`config.mk`:
```
export PLATFORM = sky130hd
export DESIGN_NAME = instr_fetch
export DESIGN_NICKNAME = d
export VERILOG_FILES = /design/src/rtl/scc_isa_pkg.sv /design/src/rtl/fetch_queue.sv /design/src/rtl/instr_fetch.sv
export SDC_FILE = /design/constraint.sdc
export NUM_CORES = 1
export LEC_CHECK = 0
export ABC_CLOCK_PERIOD_IN_PS = 4800
export CAP_MARGIN = 20
export CORE_MARGIN = 2
export CORE_UTILIZATION = 45
export CTS_CLUSTER_SIZE = 8
export DETAILED_ROUTE_END_ITERATION = 10
export GPL_ROUTABILITY_DRIVEN = 0
export MAX_ROUTING_LAYER = met4
export PLACE_DENSITY_LB_ADDON = 0.12
export SYNTH_ARGS = -nofsm -noshare
export SYNTH_HDL_FRONTEND = slang
export SYNTH_SLANG_ARGS = --single-unit
export TNS_END_PERCENT = 20
```
`constraint.sdc`:
```
create_clock -name clk -period 4.8 [get_ports clk]
set_clock_uncertainty 0.05 [all_clocks]
set_input_delay 0.72 -clock clk [delete_from_list [all_inputs] [get_ports clk]]
set_output_delay 0.72 -clock clk [all_outputs]
set_load 0.005 [all_outputs]
```
`src/rtl/scc_isa_pkg.sv`:
```
// Shared ISA constants for fetch and decode: instruction width, halt encoding,
// opcode field layout and the fetch-unit state encoding.
package scc_isa_pkg;

  localparam int INSTR_W = 32;
  localparam logic [INSTR_W-1:0] HALT_WORD = 32'hFFFF_FFFF;

  localparam int OPC_MSB = 31;
  localparam int OPC_LSB = 26;
  localparam int OPC_W   = OPC_MSB - OPC_LSB + 1;

  localparam logic [OPC_W-1:0] OPC_ALU    = 6'h00;
  localparam logic [OPC_W-1:0] OPC_ALUI   = 6'h01;
  localparam logic [OPC_W-1:0] OPC_LOAD   = 6'h08;
  localparam logic [OPC_W-1:0] OPC_STORE  = 6'h09;
  localparam logic [OPC_W-1:0] OPC_BRANCH = 6'h10;
  localparam logic [OPC_W-1:0] OPC_JUMP   = 6'h11;
  localparam logic [OPC_W-1:0] OPC_SYS    = 6'h3F;

  typedef enum logic [1:0] {
    FS_IDLE = 2'd0,
    FS_RUN  = 2'd1,
    FS_HALT = 2'd2
  } fetch_state_e;

  function automatic logic [OPC_W-1:0] opcode_of(input logic [INSTR_W-1:0] word);
    return word[OPC_MSB:OPC_LSB];
  endfunction

endpackage

```
`src/rtl/fetch_queue.sv`:
```
// Two-entry in-order buffer of fetched words {pc, instr, epoch}. Entry 0 is
// always the head, so the head fields keep their last value once the queue drains.
module fetch_queue #(
  parameter int ADDR_W = 8,
  parameter int DATA_W = 32
) (
  input  logic              clk,
  input  logic              rst_n,
  input  logic              push,
  input  logic              pop,
  input  logic              flush,
  input  logic [ADDR_W-1:0] push_pc,
  input  logic [DATA_W-1:0] push_instr,
  input  logic              push_epoch,
  output logic [ADDR_W-1:0] head_pc,
  output logic [DATA_W-1:0] head_instr,
  output logic              head_epoch,
  output logic              full,
  output logic              empty,
  output logic [1:0]        count
);

  localparam int E_W = ADDR_W + DATA_W + 1;

  logic [E_W-1:0] r_ent0;
  logic [E_W-1:0] r_ent1;
  logic [1:0]     r_count;
  logic [E_W-1:0] w_new;

  assign w_new = {push_pc, push_instr, push_epoch};
  assign {head_pc, head_instr, head_epoch} = r_ent0;
  assign full  = (r_count == 2'd2);
  assign empty = (r_count == 2'd0);
  assign count = r_count;

  // Flush only clears occupancy; entry data stays so the head output holds.
  always_ff @(posedge clk or negedge rst_n) begin
    if (!rst_n) begin
      r_count <= 2'd0;
      r_ent0  <= '0;
      r_ent1  <= '0;
    end else if (flush) begin
      r_count <= 2'd0;
    end else begin
      case ({push, pop})
        2'b11: begin
          if (r_count == 2'd2) begin
            r_ent0 <= r_ent1;
            r_ent1 <= w_new;
          end else begin
            r_ent0 <= w_new;
          end
        end
        2'b10: begin
          if (r_count == 2'd0) r_ent0 <= w_new;
          else                 r_ent1 <= w_new;
          r_count <= r_count + 2'd1;
        end
        2'b01: begin
          if (r_count == 2'd2) r_ent0 <= r_ent1;
          r_count <= r_count - 2'd1;
        end
        default: ;
      endcase
    end
  end

endmodule

```
`src/rtl/instr_fetch.sv`:
```
// Instruction fetch unit: owns the PC, reads a synchronous instruction memory and
// feeds decode one word per cycle with stall, redirect and halt-on-HALT_WORD.
module instr_fetch
  import scc_isa_pkg::*;
#(
  parameter int                                   ADDR_W    = 8,
  parameter logic [ADDR_W-1:0]                    RESET_PC  = '0,
  parameter logic [scc_isa_pkg::INSTR_W-1:0]      HALT_WORD = scc_isa_pkg::HALT_WORD
) (
  input  logic                              clk,
  input  logic                              rst_n,
  input  logic                              start,
  output logic                              imem_req,
  output logic [ADDR_W-1:0]                 imem_addr,
  input  logic [scc_isa_pkg::INSTR_W-1:0]   imem_rdata,
  input  logic                              stall,
  input  logic                              redirect,
  input  logic [ADDR_W-1:0]                 redirect_pc,
  output logic [scc_isa_pkg::INSTR_W-1:0]   instruction,
  output logic                              instr_valid,
  output logic [ADDR_W-1:0]                 instr_pc,
  output logic                              halted
);

  fetch_state_e        r_state;
  logic [ADDR_W-1:0]   r_pc;
  logic                r_epoch;
  logic                r_inflight;
  logic [ADDR_W-1:0]   r_req_pc;
  logic                r_req_epoch;

  logic                w_running;
  logic [1:0]          w_count;
  logic                w_full;
  logic                w_empty;
  logic [ADDR_W-1:0]   w_head_pc;
  logic [INSTR_W-1:0]  w_head_instr;
  logic                w_head_epoch;
  logic                w_head_live;
  logic                w_head_halt;
  logic                w_halt_hit;
  logic                w_redir;
  logic                w_valid;
  logic                w_pop;
  logic                w_push;
  logic                w_flush;
  logic [2:0]          w_used;
  logic                w_issue;

  assign w_running    = (r_state == FS_RUN);
  assign w_head_live  = !w_empty && (w_head_epoch == r_epoch);
  assign w_head_halt  = w_head_live && (w_head_instr == HALT_WORD);
  assign w_redir      = w_running && redirect;
  assign w_halt_hit   = w_running && w_head_halt && !redirect;
  assign w_valid      = w_running && w_head_live && !w_head_halt;
  assign w_pop        = w_valid && !stall && !redirect;
  assign w_flush      = w_redir || w_halt_hit;
  assign w_push       = r_inflight && (r_req_epoch == r_epoch) && w_running &&
                        !redirect && !w_halt_hit;

  // Slots claimed after this edge: queued words plus the pending response,
  // less the word decode takes now. Counting the pop keeps 1 word/cycle.
  assign w_used  = {1'b0, w_count} + {2'b00, r_inflight} - {2'b00, w_pop};
  assign w_issue = w_running && !redirect && !w_halt_hit && (w_used < 3'd2);

  assign imem_req    = w_issue;
  assign imem_addr   = r_pc;
  assign instruction = w_head_instr;
  assign instr_pc    = w_head_pc;
  assign instr_valid = w_valid;
  assign halted      = (r_state == FS_HALT);

  fetch_queue #(
    .ADDR_W (ADDR_W),
    .DATA_W (INSTR_W)
  ) u_queue (
    .clk        (clk),
    .rst_n      (rst_n),
    .push       (w_push),
    .pop        (w_pop),
    .flush      (w_flush),
    .push_pc    (r_req_pc),
    .push_instr (imem_rdata),
    .push_epoch (r_req_epoch),
    .head_pc    (w_head_pc),
    .head_instr (w_head_instr),
    .head_epoch (w_head_epoch),
    .full       (w_full),
    .empty      (w_empty),
    .count      (w_count)
  );

  always_ff @(posedge clk or negedge rst_n) begin
    if (!rst_n) begin
      r_state     <= FS_IDLE;
      r_pc        <= RESET_PC;
      r_epoch     <= 1'b0;
      r_inflight  <= 1'b0;
      r_req_pc    <= '0;
      r_req_epoch <= 1'b0;
    end else begin
      case (r_state)
        FS_IDLE: if (start)      r_state <= FS_RUN;
        FS_RUN:  if (w_halt_hit) r_state <= FS_HALT;
        default: ;
      endcase
      // A redirect retires the old stream: any response tagged with the old epoch is dropped.
      if (w_redir) begin
        r_pc    <= redirect_pc;
        r_epoch <= ~r_epoch;
      end else if (w_issue) begin
        r_pc        <= r_pc + 1'b1;
        r_req_pc    <= r_pc;
        r_req_epoch <= r_epoch;
      end
      r_inflight <= w_issue;
    end
  end

  a_no_overflow: assert property (@(posedge clk) disable iff (!rst_n)
    !(w_push && w_full && !w_pop));

endmodule

```
; Word-level counts from Yosys, hierarchy flattened
; Cells that the tools add are included.
[classes]
eq_ne = 15
mul = 0
shifts = 0
add_sub_neg = 5
reduce_logical = 33
bitwise_logic = 3
order_cmp = 1
muxes = 14
div_mod_pow = 0
[op_table]
columns = op, count
row1 = 2-to-1 mux 41 bit, 5
row2 = one-hot mux 41 bit (3 select lines), 1
row3 = one-hot mux 41 bit (2 select lines), 1
row4 = equality test 32 bit (second input constant), 1
row5 = logical AND 1 bit, 16
row6 = 2-to-1 mux 8 bit, 2
row7 = adder 8 x 1 -> 8 bit (second input constant), 1
row8 = equality test 2 bit (second input constant), 4
row9 = one-hot mux 2 bit (2 select lines), 2
row10 = AND reduction 4 bit, 2
row11 = 2-to-1 mux 2 bit, 3
row12 = inequality test 2 x 1 -> 1 bit (second input constant), 3
row13 = inequality test 2 bit (second input constant), 3
row14 = nonzero test 2 bit, 3
row15 = nonzero test 3 bit, 2
row16 = zero test 1 bit, 5
row17 = equality test 2 x 1 -> 1 bit (second input constant), 2
row18 = zero test 2 bit, 2
row19 = adder 2 x 1 -> 3 bit, 1
row20 = less-than comparator 3 x 2 -> 1 bit (second input constant), 1
row21 = NOT 1 bit, 3
row22 = AND reduction 3 bit, 1
row23 = subtractor 3 x 1 -> 3 bit, 1
row24 = adder 2 x 1 -> 2 bit (second input constant), 1
row25 = 4 further kinds, 5
[totals]
register_bits = 105
word_cells = 80
out_inout_bits = 51
mem_bits_rw = 0
rom_bits = 0
in_bits = 45
mem_count = 0
latch_bits = 0

; Depth between registers and ports, before layout
[depth]
ltp_word = 13
ltp_mapped = 15
mapped_depth_nobuf = 12

; Modules after synthesis
; Synthesis repeated with hierarchy kept, for this count alone.
[unflattened]
cells_unflattened = 529
area_unflattened_um2 = 6089.6
[by_module_without_submodules]
columns = module, area_per_inst_um2, n_inst, seq_area_each_um2, cells_per_inst
row1 = fetch_queue, 4858.4, 1, 2102.0, 411
row2 = instr_fetch, 1231.2, 1, 525.5, 118

; Worst setup path before layout
; Ideal clock, no wire load.
[synth_path]
path_kind = reg2out
start = reg u_queue.r_count[1], in the netlist u_queue.count[1]
end = out imem_req
arrival_time_ns = 3.050
n_path_buf = 4
t_required_ns = 4.030
path_stages_with_launch = 16
path_slack_ns = 0.980
path_cell_list = dfrtp_1 -> buf_2 -> nor2_1 -> nor2_1 -> and3_1 -> buf_2 -> nor3_1 -> ha_1 -> nand2b_1 -> fa_1 -> xnor2_1 -> and3_1 -> buf_4 -> nand2_1 -> buf_2 -> inv_1
[synth_between]
elab_chain_len = 11
word_cells_on_any_way = 17
classes_between = 2 x add/sub / 1 x order compare / 14 x reduce/logical
[synth_lines]
columns = element, line_no
row1 = from (decl), fetch_queue.sv:27  ; logic [1:0] r_count;
row2 = from (signal assigned), fetch_queue.sv:57  ; r_count <= r_count + 2'd1;
row3 = from (signal assigned), fetch_queue.sv:61  ; r_count <= r_count - 2'd1;
row4 = zero test 2 bit, fetch_queue.sv:33  ; assign empty = (r_count == 2'd0);
row5 = zero test 1 bit, instr_fetch.sv:51  ; assign w_head_live = !w_empty && (w_head_epoch == r_epoch);
row6 = logical AND 1 bit, instr_fetch.sv:51
row7 = logical AND 1 bit, instr_fetch.sv:52  ; assign w_head_halt = w_head_live && (w_head_instr == HALT_WORD);
row8 = zero test 1 bit, instr_fetch.sv:55  ; assign w_valid = w_running && w_head_live && !w_head_halt;
row9 = logical AND 1 bit, instr_fetch.sv:55
row10 = logical AND 1 bit (2 in a row), instr_fetch.sv:56  ; assign w_pop = w_valid && !stall && !redirect;
row11 = subtractor 3 x 1 -> 3 bit, instr_fetch.sv:63  ; assign w_used = {1'b0, w_count} + {2'b00, r_inflight} - {2'b00, w_pop};
row12 = less-than comparator 3 x 2 -> 1 bit, instr_fetch.sv:64  ; assign w_issue = w_running && !redirect && !w_halt_hit && (w_used < 3'd2);
row13 = logical AND 1 bit *, instr_fetch.sv:64
row14 = to (decl), instr_fetch.sv:13  ; output logic imem_req,
; Every way passes the cells marked *; elsewhere a longest branch is shown, timed or not.

; Worst setup path in the final report
[layout_path]
start = reg u_queue.r_ent0[11]
end = out imem_req
[layout_between]
elab_chain_len = 9
word_cells_on_any_way = 13
classes_between = 1 x add/sub / 1 x order compare / 1 x eq/ne / 10 x reduce/logical
[layout_lines]
columns = element, line_no
row1 = from (decl), fetch_queue.sv:25  ; logic [E_W-1:0] r_ent0;
row2 = from (signal assigned), fetch_queue.sv:48  ; r_ent0 <= r_ent1;
row3 = from (signal assigned), fetch_queue.sv:51  ; r_ent0 <= w_new;
row4 = from (signal assigned), fetch_queue.sv:55  ; if (r_count == 2'd0) r_ent0 <= w_new;
row5 = equality test 32 bit *, instr_fetch.sv:52
row6 = logical AND 1 bit *, instr_fetch.sv:52
row7 = zero test 1 bit, instr_fetch.sv:55
row8 = logical AND 1 bit, instr_fetch.sv:55
row9 = logical AND 1 bit (2 in a row), instr_fetch.sv:56
row10 = subtractor 3 x 1 -> 3 bit, instr_fetch.sv:63
row11 = less-than comparator 3 x 2 -> 1 bit, instr_fetch.sv:64
row12 = logical AND 1 bit *, instr_fetch.sv:64
; Marked as above.

==> impl_metrics.csv <==
group,metric,value,unit
global_routing,use_met3,2.981,%
setup_path,r2r_end,"u_queue.r_ent0[34]",
finish,fillers,1057,
timing,maxSlewViolCount,0,
synthesis,yosysUniqueCellTypes,41,
global_routing,antenna_found_initial,0,
hold_path,hold_path.class,"in2async",
cts,tritoncts,"yes",
cts,clock_path_buffers,2,
timing,fin_ws,0.3049,ns
setup_path,reg2reg_depth,15,
placement,placed_area,6671,sq um
setup_path,critPathMaxStageDelay,0.50,ns
timing,tns,0,ns
finish,synthToLayoutAreaGrowth,23.97,%
timing,fmaxAchievable,222.5,MHz
die,die-width,115.9,um
cts,root_buffer,"clkbuf_16",
setup_path,critPathArrivalTime,3.73,ns
power_and_ir_drop,p_comb_share,4.7,%
cts,clock_latency,0.35,ns
finish,num_antenna_cells,0,
setup_path,required,4.03,ns
placement,dp_hpwl,8769,um
die,core.rowCount,40,
run,maxCapViolCount,0,
timing,setup_violations,0,
synthesis,syn_inst,502,
global_routing,grt_use_total,21.78,%
finish,nets,630,
global_routing,grt_remaining_overflow,0,
timing,hold_viol,0,
finish,final_core_util,57.66,%
run_status,status,"complete, no violations",
routing,totalWireLength,13890,um
routing,vias_per_cell,5.712,
placement,preCtsSetupSlack,0.3489,ns
setup_path,cp_max_fo,14,
power_and_ir_drop,leakage,3.340,nW
power_and_ir_drop,cellPowerDensity,238.0,nW/um^2
routing,post_drt_wl_per_cell,18.49,um
global_routing,grt_most_used_layer,"met2",
routing,drc,0,
routing,vias,4290,
synthesis,syn_area,5633,sq um
power_and_ir_drop,clock_power_share,42.1,%
synthesis,synth_nets,554,
synthesis,yosysSeqAreaShare,46.65,%
setup_path,crit_top_cell,"and3_1",
routing,drt_pass1_iterations,5,
cts,cts_sinks,105,
cts,path_clk_slew,0.07,ns
setup_path,worstSetupEndpointType,"output port",
timing,fin_crit,4.495,ns
setup_path,critPathKind,"reg2out",
power_and_ir_drop,peakVddDrop,0.0001458,V
global_routing,grt_pass1_vias,4255,
cts,ctsHtreeMaxLevel,3,
finish,drive_above_1_share,15.44,%
timing,timing.final.crit_share,93.65,%
global_routing,grt_pass1_wl,22040,um
synthesis,ys_seq_elements,105,
die,start_util,46.51,%
routing,drtAntennaViolNets,0,
global_routing,grt_use_met2,33.68,%
power_and_ir_drop,power.internal,0.001303,W
timing,worst_pin_slew,1.111,ns
die,chipHeight,115.9,um
synthesis,avgSynthCellArea,11.22,sq um
die,coreArea,12110,sq um
global_routing,grt_max_degree,72,
timing,max_slew_margin,25.79,%
synthesis,synth_warnings,0,
setup_path,reg2reg_slack,0.95,ns
global_routing,grt_util_met1,29.38,%
setup_path,reg2reg_from,"u_queue.r_ent0[11]",
setup_path,cp-start-kind,"flip-flop",
power_and_ir_drop,p_switching,0.0003584,W
routing,drt_iter0_drc,351,
setup_path,critical_path.cell_chain,"nand4_1 > nor4_4 > and3_1 > buf_4 > nor3_1 > ha_1 > nand2b_1 > fa_1 > xnor2_1 > and3_1 > nand2_1 > inv_1 > clkdlybuf4s50_1",
setup_path,crit_slowest_cell,"clkdlybuf4s50_1",
power_and_ir_drop,p_sw_share,21.57,%
cts,cts_buffers,9,
placement,portBuffers,95,
finish,design_area,6983,sq um
power_and_ir_drop,p_seq_share,53.2,%
timing,rsz0062_at_grt,"no",
die,die-area,13430,sq um
die,ios,96,
flip-flops by register name, indices dropped and copies added, names as in the netlist:
name / flops
r_req_pc: 8
r_epoch: 1
r_req_epoch: 1
u_queue.r_ent1: 41
r_inflight: 1
imem_addr: 8
u_queue.count: 2
r_state: 2
u_queue.r_ent0: 41
how the worst max path moves through the flow:
stage,endpoint,from
6_report,imem_req,u_queue.r_ent0[11]
5_1_grt,imem_req,u_queue.r_ent0[14]
4_1_cts,imem_req,u_queue.r_ent0[14]
3_5_place_dp,imem_req,redirect
3_3_place_gp,imem_req,redirect
2_1_floorplan,imem_req,u_queue.count[1]
placed cells by master (no fill, tap or decap), types with 2 or more instances in the layout:
cell,instances
dfrtp_1,105
clkdlybuf4s50_1,94
nand2_1,88
a31oi_1,44
mux2_1,40
mux2_4,40
a221oi_1,39
nor2_1,13
mux2_2,12
buf_4,11
nand4_1,10
clkbuf_16,9
inv_1,6
and3_1,5
xnor2_1,5
a21oi_1,5
o21ai_0,5
ha_1,4
nor3_1,3
nand2b_1,3
or4_1,3
or3_1,3
clkinv_2,3
xor2_1,2
nand3_1,2
and2_1,2
a22o_1,2
o31ai_1,2
ha_2,2
clkbuf_1,2
clkbuf_8,2
what timing repair did:
action,CTS,global route
setup buffers,0,0
hold buffers,0,0
endpoints found under the hold margin,0,0
gates resized for setup,0,1
endpoints found under the setup margin,0,1
metrics by stage:
step	hold slack, ns	total power [W]	std cells
detailed placement	0.4299	0.0009806	734
finish	0.4396	0.001662	751
global placement	0.4266	0.0009797	734
CTS	0.4448	0.001678	750
global route	0.4521	0.001723	751
floorplan	0.3744	0.0009152	502
synth_stat cells, drive strengths merged:
| library cell | count | share of area, % |
|---|---|---|
| a211o | 1 | 0.18 |
| a21oi | 5 | 0.44 |
| and3 | 5 | 0.56 |
| clkbuf | 28 | 1.9 |
| buf | 14 | 2.2 |
| nor2b | 2 | 0.22 |
| nor3 | 4 | 0.44 |
| inv | 6 | 0.40 |
| or4 | 3 | 0.40 |
| mux2i | 1 | 0.18 |
| nand2 | 88 | 5.9 |
| a31oi | 44 | 4.9 |
| o21ai | 6 | 0.73 |
| a221oi | 39 | 6.1 |
| dfrtp | 105 | 47 |
| nor4 | 2 | 0.44 |
| ha | 6 | 1.3 |
| xor2 | 2 | 0.31 |
| nand4 | 10 | 1.1 |
| a22o | 2 | 0.31 |
| a32o | 1 | 0.18 |
| o211ai | 1 | 0.13 |
| nor3b | 1 | 0.22 |
| a31o | 1 | 0.16 |
| a221o | 1 | 0.18 |
| xnor2 | 5 | 0.78 |
| nand3 | 3 | 0.36 |
| o31ai | 2 | 0.27 |
| or3 | 3 | 0.33 |
| fa | 1 | 0.36 |
| mux2 | 92 | 21 |
| nand2b | 3 | 0.33 |
| nor2 | 13 | 0.87 |
| and2 | 2 | 0.22 |
logic make-up after synthesis:
logic type,count (synthesis),synth area share (%)
simple gates,139,11.37
fa+ha+maj,7,1.688
buf+inv,48,4.442
flops,105,46.65
mux,93,21.24
xor+xnor,7,1.088
compound gates,103,13.53
critical path, delay by kind of cell, from the launching register on:
family        cells  cell delay [ns]
buf+inv           3             0.76
simple gates      7             1.47
fa+ha+maj         2             0.64
xor+xnor          1             0.13
flops             1             0.39
power by group through the flow:
stage	clock (W)	sequential (W)	combinational (W)
global route	0.000753	0.000884	0.0000862
global placement	0	0.000901	0.0000784
floorplan	0	0.000902	0.0000136
CTS	0.000714	0.000884	0.0000799
detailed placement	0	0.000901	0.0000793
finish	0.000699	0.000884	0.0000784
layer usage:
metal | part of all wire (%) | vias up | wire, um
met5 | 0 | - | 0
li1 | - | 2015 | -
met2 | 47 | 92 | 6470
met4 | 1.1 | 0 | 159
met3 | 3.7 | 9 | 520
met1 | 49 | 2174 | 6738
final cells by class:
| class | instances | area [sq um] | area share [%] |
|---|---|---|---|
| Tap cell | 168 | 210.2 | 3.010 |
| Clock inverter | 3 | 15.01 | 0.2150 |
| Timing Repair Buffer | 107 | 1071 | 15.34 |
| Sequential cell | 105 | 2628 | 37.63 |
| Clock buffer | 13 | 260.3 | 3.727 |
| Multi-Input combinational cell | 349 | 2776 | 39.76 |
| Inverter | 6 | 22.52 | 0.3225 |
No activity file was read; power rests on OpenSTA's default activity.
